**src/rtl/dec_syndrome_calc.sv**
```systemverilog
// dec_syndrome_calc: folds a SECDED codeword chunk-wise into syndrome/parity and classifies it.
// rst is asynchronous and active-low.
module dec_syndrome_calc #(
  parameter int DATA_WIDTH  = 16,
  parameter int CHUNK_WIDTH = 8
) (
  input  logic                  clk,
  input  logic                  rst,
  input  logic                  in_valid,
  output logic                  in_ready,
  input  logic [DATA_WIDTH-1:0] codeword_in,
  output logic                  out_valid,
  input  logic                  out_ready,
  output logic [DATA_WIDTH-1:0] codeword,
  output logic                  areThereErrors,
  output logic                  isThereOneError,
  output logic [4:0]            whichColIsError
);
  localparam int NBEATS = DATA_WIDTH / CHUNK_WIDTH;
  localparam int BW = NBEATS > 1 ? $clog2(NBEATS) : 1;
  localparam logic [1:0] IDLE = 2'd0, CALC = 2'd1, HOLD = 2'd2;
  logic [1:0] state;
  logic [BW-1:0] beat_cnt;
  logic [DATA_WIDTH-1:0] data;
  logic [NBEATS-1:0][CHUNK_WIDTH-1:0] chunks;
  logic [CHUNK_WIDTH-1:0] chunk;
  logic [4:0] s, s_nxt, base;
  logic p, p_nxt, last, accept;
  assign chunks = data;
  assign chunk = chunks[beat_cnt];
  assign base = 5'(beat_cnt) * 5'(CHUNK_WIDTH);
  assign last = beat_cnt == BW'(NBEATS - 1);
  assign in_ready = state == IDLE || (state == HOLD && out_ready);
  assign accept = in_valid && in_ready;
  assign out_valid = state == HOLD;
  always_comb begin
    s_nxt = s;
    p_nxt = p;
    for (int i = 0; i < CHUNK_WIDTH; i++) begin
      s_nxt = chunk[i] ? s_nxt ^ (base + 5'(i)) : s_nxt;
      p_nxt = p_nxt ^ chunk[i];
    end
  end
  always_ff @(posedge clk or negedge rst)
    if (!rst) begin
      state           <= IDLE;
      beat_cnt        <= '0;
      data            <= '0;
      s               <= '0;
      p               <= 1'b0;
      codeword        <= '0;
      areThereErrors  <= 1'b0;
      isThereOneError <= 1'b0;
      whichColIsError <= '0;
    end else if (accept) begin
      data     <= codeword_in;
      s        <= '0;
      p        <= 1'b0;
      beat_cnt <= '0;
      state    <= CALC;
    end else if (state == HOLD && out_ready) begin
      state <= IDLE;
    end else if (state == CALC) begin
      s        <= s_nxt;
      p        <= p_nxt;
      beat_cnt <= last ? '0 : beat_cnt + 1'b1;
      if (last) begin
        state           <= HOLD;
        codeword        <= data;
        areThereErrors  <= s_nxt == 5'd0 && !p_nxt;
        isThereOneError <= p_nxt;
        whichColIsError <= s_nxt;
      end
    end
endmodule

```
**config.mk**
```make
export PLATFORM = sky130hd
export DESIGN_NAME = dec_syndrome_calc
export DESIGN_NICKNAME = d
export VERILOG_FILES = /design/src/rtl/dec_syndrome_calc.sv
export SDC_FILE = /design/constraint.sdc
export NUM_CORES = 1
export LEC_CHECK = 0
export ABC_CLOCK_PERIOD_IN_PS = 2100
export BUFFER_PORTS_ARGS = -buffer_cell sky130_fd_sc_hd__clkbuf_2
export CAP_MARGIN = 40
export CELL_PAD_IN_SITES_DETAIL_PLACEMENT = 0
export CELL_PAD_IN_SITES_GLOBAL_PLACEMENT = 1
export CORE_UTILIZATION = 38
export CTS_BUF_LIST = sky130_fd_sc_hd__clkbuf_16
export CTS_CLUSTER_SIZE = 14
export DETAILED_ROUTE_END_ITERATION = 10
export PLACE_DENSITY = 0.83
export SLEW_MARGIN = 20
export SYNTH_ARGS = -nofsm -noshare
export SYNTH_HDL_FRONTEND = slang
export SYNTH_SLANG_ARGS = --single-unit
```
**constraint.sdc**
```tcl
create_clock -name clk -period 2.1 [get_ports clk]
set_clock_uncertainty 0.2 [all_clocks]
set_input_delay 0.21 -clock clk [delete_from_list [all_inputs] [get_ports clk]]
set_output_delay 0.21 -clock clk [all_outputs]
set_load 0.05 [all_outputs]
```
# Word-level counts from Yosys, hierarchy flattened
# Index checks and enable logic that the tools add are counted.
[totals] word_cells=76 register_bits=48
[classes] n_reduce_logical=13 n_addsub=8 n_bitwise=18 eq_ne=3 muxes=24 magnitude_cmp=1
[op_table] cell="$mux 5" count=11
[op_table] cell="$xor 5x5->5" count=7
[op_table] cell="$add 4x3->5 const B" count=4
[op_table] cell="$mux 8" count=2
[op_table] cell="$add 4x2->5 const B" count=2
[op_table] cell="$mux 2" count=4
[op_table] cell="$xor 1x1->1" count=8
[op_table] cell="$mux 1" count=7
[op_table] cell="$reduce_bool 3->1" count=2
[op_table] cell="$add 4x1->5 const B" count=1
[op_table] cell="$logic_not 5->1" count=1
[op_table] cell="$xor 5x4->5" count=1
[op_table] cell="$reduce_and 2->1" count=2
[op_table] cell="$reduce_and 4->1" count=1
[op_table] cell="$logic_and 1x1->1" count=3
[op_table] cell="$eq 2x1->1 const B" count=1
[op_table] cell="$eq 2x2->1 const B" count=1
[op_table] cell="$logic_not 2->1" count=1
[op_table] cell="$lt 1x2->1 const B" count=1
[op_table] cell="$ne 2x2->1 const B" count=1
[op_table] cell="$not 1->1" count=2
[op_table] cell="$reduce_bool 2->1" count=1
[op_table] cell="$add 1x1->1 const B" count=1
[op_table] cell="$logic_not 1->1" count=1
[op_table] cell="$logic_or 1x1->1" count=1

# Longest topological paths before layout
# Gate-level depths: netlist of the first run.
[logic_depth] ltp_word=20 mapped_depth=7 mapped_depth_nobuf=5

# Least setup slack after synthesis of the first run
# Ideal clock, no wire load.
[synth_path] path_type="register -> register" from="reg state[0]" to="reg data[0], in the netlist chunks[0]" required_ns=1.775 stages_incl_launch_ff=6 arrival_time_ns=2.331 synth_period_minus_slack_ns=2.656 setup_slack_ns=-0.556 path_buffers=2 cell_sequence="dfrtp_1 > a21oi_1 > and2_1 > clkbuf_1 > buf_1 > mux2_2"
[synth_via] elab_chain_cells=4 word_cells_on_any_way=5 cone_classes="eq/ne (1); reduce/logical (4)"
[synth_lines] element="from (decl)" line="22" rtl="logic [1:0] state;"
[synth_lines] element="from (signal assigned)" line="46" rtl="state <= IDLE;"
[synth_lines] element="from (signal assigned)" line="60" rtl="state <= CALC;"
[synth_lines] element="from (signal assigned)" line="62" rtl="state <= IDLE;"
[synth_lines] element="$eq 2x2->1" line="33" rtl="assign in_ready = state == IDLE || (state == HOLD && out_ready);"
[synth_lines] element="$logic_and 1x1->1" line="33"
[synth_lines] element="$logic_or 1x1->1 *" line="33"
[synth_lines] element="net in_ready" line="10" rtl="output logic in_ready,"
[synth_lines] element="$logic_and 1x1->1 *" line="34" rtl="assign accept = in_valid && in_ready;"
[synth_lines] element="to (signal assigned)" line="56" rtl="data <= codeword_in;"
[synth_lines] element="to (decl)" line="24" rtl="logic [DATA_WIDTH-1:0] data;"
# Mark *: on every way through the listed nets, which the timed path passes. The rest lies on a longest branch.
# A chain may end at the register's enable or synchronous reset.

# Final worst setup path of the first run
[layout_path] from="reg beat_cnt" to="reg areThereErrors"
[layout_via] elab_chain_cells=19 word_cells_on_any_way=37 cone_classes="add/sub (7); mux (10); bitwise (16); reduce/logical (4)"
[layout_lines] element="from (decl)" line="23" rtl="logic [BW-1:0] beat_cnt;"
[layout_lines] element="from (signal assigned)" line="66" rtl="beat_cnt <= last ? '0 : beat_cnt + 1'b1;"
[layout_lines] element="branches (longest 19 deep; another with $add 4x1->5)"
[layout_lines] element="to (signal assigned)" line="70" rtl="areThereErrors <= s_nxt == 5'd0 && !p_nxt;"
[layout_lines] element="to (decl)" line="15" rtl="output logic areThereErrors,"
# Several ways; the timed one is not identified. The select of a mux whose other input is x is not followed.

==> flow_summary.json, run 1 <==
{
  "status": "complete, no violations",
  "synth_top_area_cell": "dfrtp_1",
  "diodes": 0,
  "vias": 1521,
  "cap_violations": 0,
  "crit_path_top_delay_cell": "xnor3_1",
  "period_share_pct": 97.1,
  "numClockSinks": 46,
  "rsz0062_at_grt": "false",
  "layout_common_cells": "nand2_1 (61), dfrtp_1 (45), clkbuf_2 (43), dlygate4sd3_1 (17), mux2_2 (16)",
  "critPathLaunch": "beat_cnt",
  "syn_area_per_cell_sq_um": 11.1,
  "cts_tree": "built",
  "path_max_fanout": 3,
  "pin_count": 45,
  "htree_num_levels": 2,
  "cts_root_buffer": "clkbuf_16",
  "required_ns": 2.07,
  "crit_path_end": "areThereErrors",
  "die_h_um": 76.1,
  "max_freq_ghz": 0.490,
  "drtPass1Iterations": 4,
  "rr_startpoint": "beat_cnt",
  "finalSetupViolCount": 0,
  "wl_per_cell_um": 14.0,
  "drc": 0,
  "core_area_sq_mm": 0.00520,
  "endpoint_kind": "flop",
  "antenna_left": 0,
  "antenna_found_initial": 0,
  "final_nets": 279,
  "fp.dieArea_sq_mm": 0.00579,
  "r2r_slack_ns": 0.06,
  "ys_seq_elements": 46,
  "crit_family": "XOR/XNOR gates",
  "syn_inst": 188,
  "netlist_area_sq_mm": 0.00208,
  "reg2reg_depth": 6,
  "min_path_type": "in -> reg",
  "grt_overflow_total": 0,
  "regToRegEndpoint": "areThereErrors",
  "cp_num_cells": 6,
  "via_per_inst": 4.61,
  "period_needed_ns": 2.04,
  "grt_max_degree": 25,
  "initial_core_util_pct": 40.0,
  "arrival_ns": 2.01,
  "die-width_um": 76.1,
  "worstSetupPathType": "reg -> reg",
  "layout_commonest_cell": "nand2_1",
  "ys_types": 27,
  "worst_slew_pin_slew_ns": 0.620,
  "layout-drive-gt1-share_pct": 34.2,
  "cpPeakStageDelay_ns": 0.45,
  "synth.yosys.seq_area_share_pct": 55.2,
  "hold_violations": 0,
  "cp_cell_sequence": "buf_6 > mux2i_4 > xnor2_1 > xnor3_1 > xnor2_2 > a41o_1",
  "yosysTopAreaCellShare_pct": 55.2,
  "synthTopCellsByArea": "dfrtp_1 (55%), nand2_1 (11%), mux2_2 (8.6%), xnor2_1 (4.2%), mux2i_1 (3.8%)",
  "drt-total-wl_um": 4620,
  "relSlewSlack_pct": 58.7,
  "hpwl_um": 3090,
  "clk_latency_ns": 0.28,
  "rows": 26,
  "place.gp.congestion": 0.797,
  "critical_path_buf_inv_count": 1,
  "cts_buffers": 5,
  "syn_nets": 208,
  "clk_pin_slew_ns": 0.06,
  "finalSetupTns_ns": 0,
  "cts_max_path_buffers": 2,
  "finalMaxSlewViolations": 0,
  "grt_usage_pct": 17.3,
  "area_delta_synth_final_pct": 36.2,
  "startpoint_type": "flop",
  "ys_warn_count": 0,
  "drtIter0Drc": 79,
  "grt_pass1_vias": 1613,
  "grt_first_pass_wirelength_um": 7800,
  "io_buffer_count": 43
}
## kinds of logic after synthesis
logic type	count (synthesis)	share of synthesized area, %
compound gates	14	4.02
xor+xnor	21	12.2
buf+inv	12	2.40
flops	46	55.2
mux	24	12.5
other cells	1	0.180
simple gates	70	13.4
## how the worst min path moves through the flow
stage / from / to / slack (ns) / cells after the start
finish: out_ready / state[1] / 0.08 / 4
global route: out_ready / state[1] / 0.14 / 4
CTS: out_ready / state[1] / 0.08 / 4
detailed placement: rst / codeword[1] / 0.06 / 1
global placement: rst / codeword[1] / 0.05 / 1
floorplan: rst / areThereErrors / -0.29 / 0
## routing by layer
metal  wire (um)  global-route usage, %  vias up  part of all wire [%]
met5           0                      0        -                     0
met4          59                   4.62        0                   1.3
met3         175                   3.95        6                   3.8
met2        2160                   28.1       38                    47
met1        2230                   23.3      727                    48
li1            -                      -      750                     -
## cell usage after synthesis, drive strengths merged
| cell type | number |
|---|---|
| nand2 | 61 |
| dfrtp | 46 |
| mux2 | 16 |
| xnor2 | 10 |
| clkbuf | 8 |
| mux2i | 8 |
| o21ai | 6 |
| xor2 | 6 |
| o22ai | 5 |
| xnor3 | 4 |
| and2 | 2 |
| buf | 2 |
| inv | 2 |
| nor2 | 2 |
| or2 | 2 |
| a21o | 1 |
| a21oi | 1 |
| a41o | 1 |
| and3 | 1 |
| conb | 1 |
| nand2b | 1 |
| nor2b | 1 |
| xor3 | 1 |
## worst min-delay path, stage by stage
cell and delay (ns):
clkbuf_2 0.08, inv_1 0.09, o21ai_0 0.09, nand2_1 0.06
## sequential cells by signal, summed over array words and instances, names as in the netlist
name,count
whichColIsError,4
areThereErrors,1
chunks,16
s,4
beat_cnt,1
p,1
codeword,16
isThereOneError,1
state,2
## final cells by class
type | count | area (sq um)
Sequential cell | 46 | 1150
Clock inverter | 3 | 37.5
Multi-Input combinational cell | 130 | 922
Fill cell | 475 | 2370
Clock buffer | 5 | 125
Tap cell | 70 | 87.6
Inverter | 2 | 7.51
Timing Repair Buffer | 74 | 507
## what timing repair did
action                                  in CTS  in global routing
setup buffers                                0                  2
endpoints found under the setup margin       0                  2
gates resized for setup                      0                  7
hold buffers                                17                  0
hold endpoints to repair                    39                  0
## through the flow
step	util, %	hold WS (ns)	setup slack [ns]	area [sq um]	std cells
4_1_cts	53.6	0.0820	0.0330	2790	328
6_report	54.5	0.0820	0.0605	2840	330
3_3_place_gp	47.2	0.0495	0.0844	2460	303
5_1_grt	54.5	0.135	0.00345	2840	330
3_5_place_dp	47.2	0.0629	0.0680	2460	303
2_1_floorplan	-	-0.286	0.0645	2100	188
Power of run 1 is left out: the tool's default activity adds up to more than one toggle a clock period on the data nets, which glitch-free logic cannot reach.
==> run 2: changes to the inputs <==
RECOVER_POWER = 50   (was unset)
==> flow_summary.json, run 2 (synthesis results as in run 1) <==
{
  "place_inst": 303,
  "layout_commonest_cell": "nand2_1",
  "cts_buffers": 5,
  "numClockSinks": 46,
  "place.gp.congestion": 0.797,
  "status": "complete, no violations",
  "antenna_found_initial": 0,
  "drtIter0Drc": 80,
  "arrival_ns": 2.02,
  "path_max_fanout": 3,
  "antenna_left": 0,
  "period_share_pct": 97.2,
  "worstSetupPathType": "reg -> reg",
  "drt-total-wl_um": 4630,
  "fp.dieArea_sq_mm": 0.00579,
  "min_path_type": "in -> reg",
  "layout_common_cells": "nand2_1 (61), dfrtp_1 (45), clkbuf_2 (34), dlygate4sd3_1 (17), mux2_2 (16)",
  "diodes": 0,
  "clk_pin_slew_ns": 0.06,
  "grt_pass1_vias": 1613,
  "grt_usage_pct": 17.3,
  "area_delta_synth_final_pct": 34.9,
  "vias": 1524,
  "via_per_inst": 4.62,
  "hpwl_um": 3090,
  "die-width_um": 76.1,
  "final_nets": 279,
  "startpoint_type": "flop",
  "core_area_sq_mm": 0.00520,
  "max_freq_ghz": 0.490,
  "drtPass1Iterations": 4,
  "worst_slew_pin_slew_ns": 0.604,
  "required_ns": 2.07,
  "htree_num_levels": 2,
  "cap_violations": 0,
  "endpoint_kind": "flop",
  "pre_cts_ws_ns": 0.0680,
  "fill_cells": 479,
  "die_h_um": 76.1,
  "cts_tree": "built",
  "hold_violations": 0,
  "period_needed_ns": 2.04,
  "rows": 26,
  "clk_latency_ns": 0.28,
  "io_buffer_count": 43,
  "pin_count": 45,
  "grt_first_pass_wirelength_um": 7800,
  "drc": 0,
  "grt_overflow_total": 0,
  "grt_max_degree": 25,
  "initial_core_util_pct": 40.0,
  "relSlewSlack_pct": 59.9,
  "rsz0062_at_grt": "false",
  "final_cells": 330,
  "setup_ws_ns": 0.0579,
  "finalMaxSlewViolations": 0,
  "cts_max_path_buffers": 2,
  "cts_root_buffer": "clkbuf_16",
  "worst_hold_slack_ns": 0.0821,
  "finalSetupTns_ns": 0,
  "wl_per_cell_um": 14.0,
  "finalSetupViolCount": 0,
  "layout-drive-gt1-share_pct": 30.4
}
==> run 2: critical path, stage by stage (launching register included) <==
cell and delay [ns]:
dfrtp_1 0.37, buf_6 0.13, mux2i_4 0.23, xnor2_1 0.14, xnor3_1 0.45, xnor2_2 0.16
a41o_1 0.24
==> run 2: timing repair <==
action / 4_1_cts / 5_1_grt
endpoints found under the hold margin: 39 / 0
setup endpoints to repair: 0 / 2
resized for setup: 0 / 7
setup buffers: 0 / 2
hold buffers: 17 / 0
==> run 2: worst paths after layout <==
kind | start | to | slack, ns | depth (start not counted)
min in group asynchronous | rst | codeword[1] | 0.25 | 2
worst min register to register | codeword[5] | codeword[5] | 0.27 | 2
worst max register to register | beat_cnt | areThereErrors | 0.06 | 6
worst min-delay path | out_ready | state[1] | 0.08 | 4
worst max-delay path | beat_cnt | areThereErrors | 0.06 | 6
max in group asynchronous | rst | chunks[6] | 0.49 | 3
==> run 2: stage by stage <==
step	util [%]	instance area, sq um
6_report	54.0	2810
5_1_grt	54.0	2810
4_1_cts	53.6	2790
3_5_place_dp	47.2	2460
3_3_place_gp	47.2	2460
2_1_floorplan	-	2100
==> run 2: area by class of cell <==
cell class                 count  area (sq um)  share of cell area [%]
timing repair buffer          74           479                    17.0
sequential                    46          1150                    41.0
clock buffer                   5           125                    4.45
tap                           70          87.6                    3.12
inverter                       2          7.51                   0.267
clock inverter                 3          37.5                    1.34
multi-input combinational    130           922                    32.8
==> run 2: routing by layer <==
layer	part of all wire, %	wire length, um	GRT usage (%)
met1	48	2210	23.3
met2	47	2170	28.1
met3	4.2	193	3.95
met4	1.3	59	4.62
met5	0	0	0
Power of run 2 is left out for the same reason.
==> run 3: changes to the inputs <==
BUFFER_PORTS_ARGS = -buffer_cell sky130_fd_sc_hd__buf_2   (was -buffer_cell sky130_fd_sc_hd__clkbuf_2)
==> flow_summary.json, run 3 (synthesis results as in run 1) <==
{
  "crit_family": "XOR/XNOR gates",
  "antenna_left": 0,
  "fp.dieArea_sq_mm": 0.00579,
  "grt_overflow_total": 0,
  "fill_cells": 466,
  "crit_path_top_delay_cell": "xnor3_1",
  "period_needed_ns": 2.03,
  "setup_ws_ns": 0.0668,
  "startpoint_type": "flop",
  "max_freq_ghz": 0.492,
  "hpwl_um": 3040,
  "grt_usage_pct": 16.1,
  "final_nets": 278,
  "worst_slew_pin_slew_ns": 1.32,
  "path_max_fanout": 3,
  "grt_first_pass_wirelength_um": 7360,
  "io_buffer_count": 43,
  "layout-drive-gt1-share_pct": 28.7,
  "numClockSinks": 46,
  "cts_max_path_buffers": 2,
  "layout_commonest_cell": "nand2_1",
  "grt_pass1_vias": 1528,
  "endpoint_kind": "flop",
  "die_h_um": 76.1,
  "diodes": 0,
  "cap_violations": 0,
  "required_ns": 2.07,
  "arrival_ns": 2.00,
  "vias": 1501,
  "cts_buffers": 5,
  "cts_root_buffer": "clkbuf_16",
  "finalMaxSlewViolations": 0,
  "grt_max_degree": 25,
  "die-width_um": 76.1,
  "htree_num_levels": 2,
  "core_area_sq_mm": 0.00520,
  "dpl_cell_area_sq_mm": 0.00246,
  "clk_latency_ns": 0.28,
  "critical_path_buf_inv_count": 1,
  "final_area_sq_mm": 0.00277,
  "min_path_type": "in -> reg",
  "relSlewSlack_pct": 12.2,
  "wl_per_cell_um": 13.0,
  "hold_violations": 0,
  "initial_core_util_pct": 40.0,
  "cpPeakStageDelay_ns": 0.46,
  "area_delta_synth_final_pct": 33.1,
  "cp_cell_sequence": "buf_6 > mux2i_2 > xnor2_1 > xnor3_1 > xnor2_2 > a41o_1",
  "pre_cts_ws_ns": 0.0877,
  "worstSetupPathType": "reg -> reg",
  "drtPass1Iterations": 4,
  "drt-total-wl_um": 4260,
  "period_share_pct": 96.8,
  "drtIter0Drc": 59,
  "status": "complete, no violations",
  "rows": 26,
  "cts_tree": "built",
  "layout_common_cells": "nand2_1 (61), dfrtp_1 (46), buf_2 (32), dlygate4sd3_1 (17), mux2_2 (16)",
  "place.gp.congestion": 0.822,
  "drc": 0,
  "finalSetupViolCount": 0,
  "pin_count": 45,
  "clk_pin_slew_ns": 0.06,
  "antenna_found_initial": 0,
  "via_per_inst": 4.58,
  "rsz0062_at_grt": "true"
}
[run 3: repair_timing]
action | 4_1_cts | 5_1_grt
hold endpoints to repair | 39 | 0
endpoints found under the setup margin | 0 | 5
buffers inserted | 0 | 1
hold buffers | 17 | 0
gates resized for setup | 0 | 4
[run 3: worst paths after layout]
kind | startpoint | to | slack [ns] | cells after the start
min in group asynchronous | rst | codeword[1] | 0.54 | 2
worst max-delay path | beat_cnt | areThereErrors | 0.07 | 6
worst min-delay path | out_ready | state[1] | 0.10 | 4
worst max register to register | beat_cnt | areThereErrors | 0.07 | 6
worst min register to register | whichColIsError[1] | whichColIsError[1] | 0.27 | 2
max in group asynchronous | rst | whichColIsError[3] | 0.38 | 2
[run 3: metal layers]
metal / track usage [%] / wire length (um) / vias to the layer above
met2: 26.3 / 2000 / 39
met4: 4.62 / 52 / 0
li1: - / - / 746
met1: 21.6 / 2040 / 711
met5: 0 / 0 / -
met3: 3.71 / 173 / 5
[run 3: cell type report]
cell class / count / area [sq um] / area share [%]
Inverter: 2 / 7.51 / 0.271
Sequential cell: 46 / 1150 / 41.5
Clock inverter: 2 / 7.51 / 0.271
Clock buffer: 5 / 125 / 4.51
Timing Repair Buffer: 73 / 485 / 17.5
Multi-Input combinational cell: 130 / 910 / 32.8
Tap cell: 70 / 87.6 / 3.16
[run 3: stage by stage]
stage	instances	hold WS, ns	TNS, ns	utilization [%]
global route	328	0.164	-0.00954	53.3
CTS	327	0.0968	0	53.1
floorplan	188	-0.286	0	-
global placement	303	0.0294	0	47.2
finish	328	0.103	0	53.3
detailed placement	303	0.0309	0	47.2
[run 3: worst register-to-register path: stages (launching register included)]
cell	delay, ns
dfrtp_1	0.39
buf_6	0.13
mux2i_2	0.14
xnor2_1	0.18
xnor3_1	0.46
xnor2_2	0.17
a41o_1	0.24
Power of run 3 is left out for the same reason.
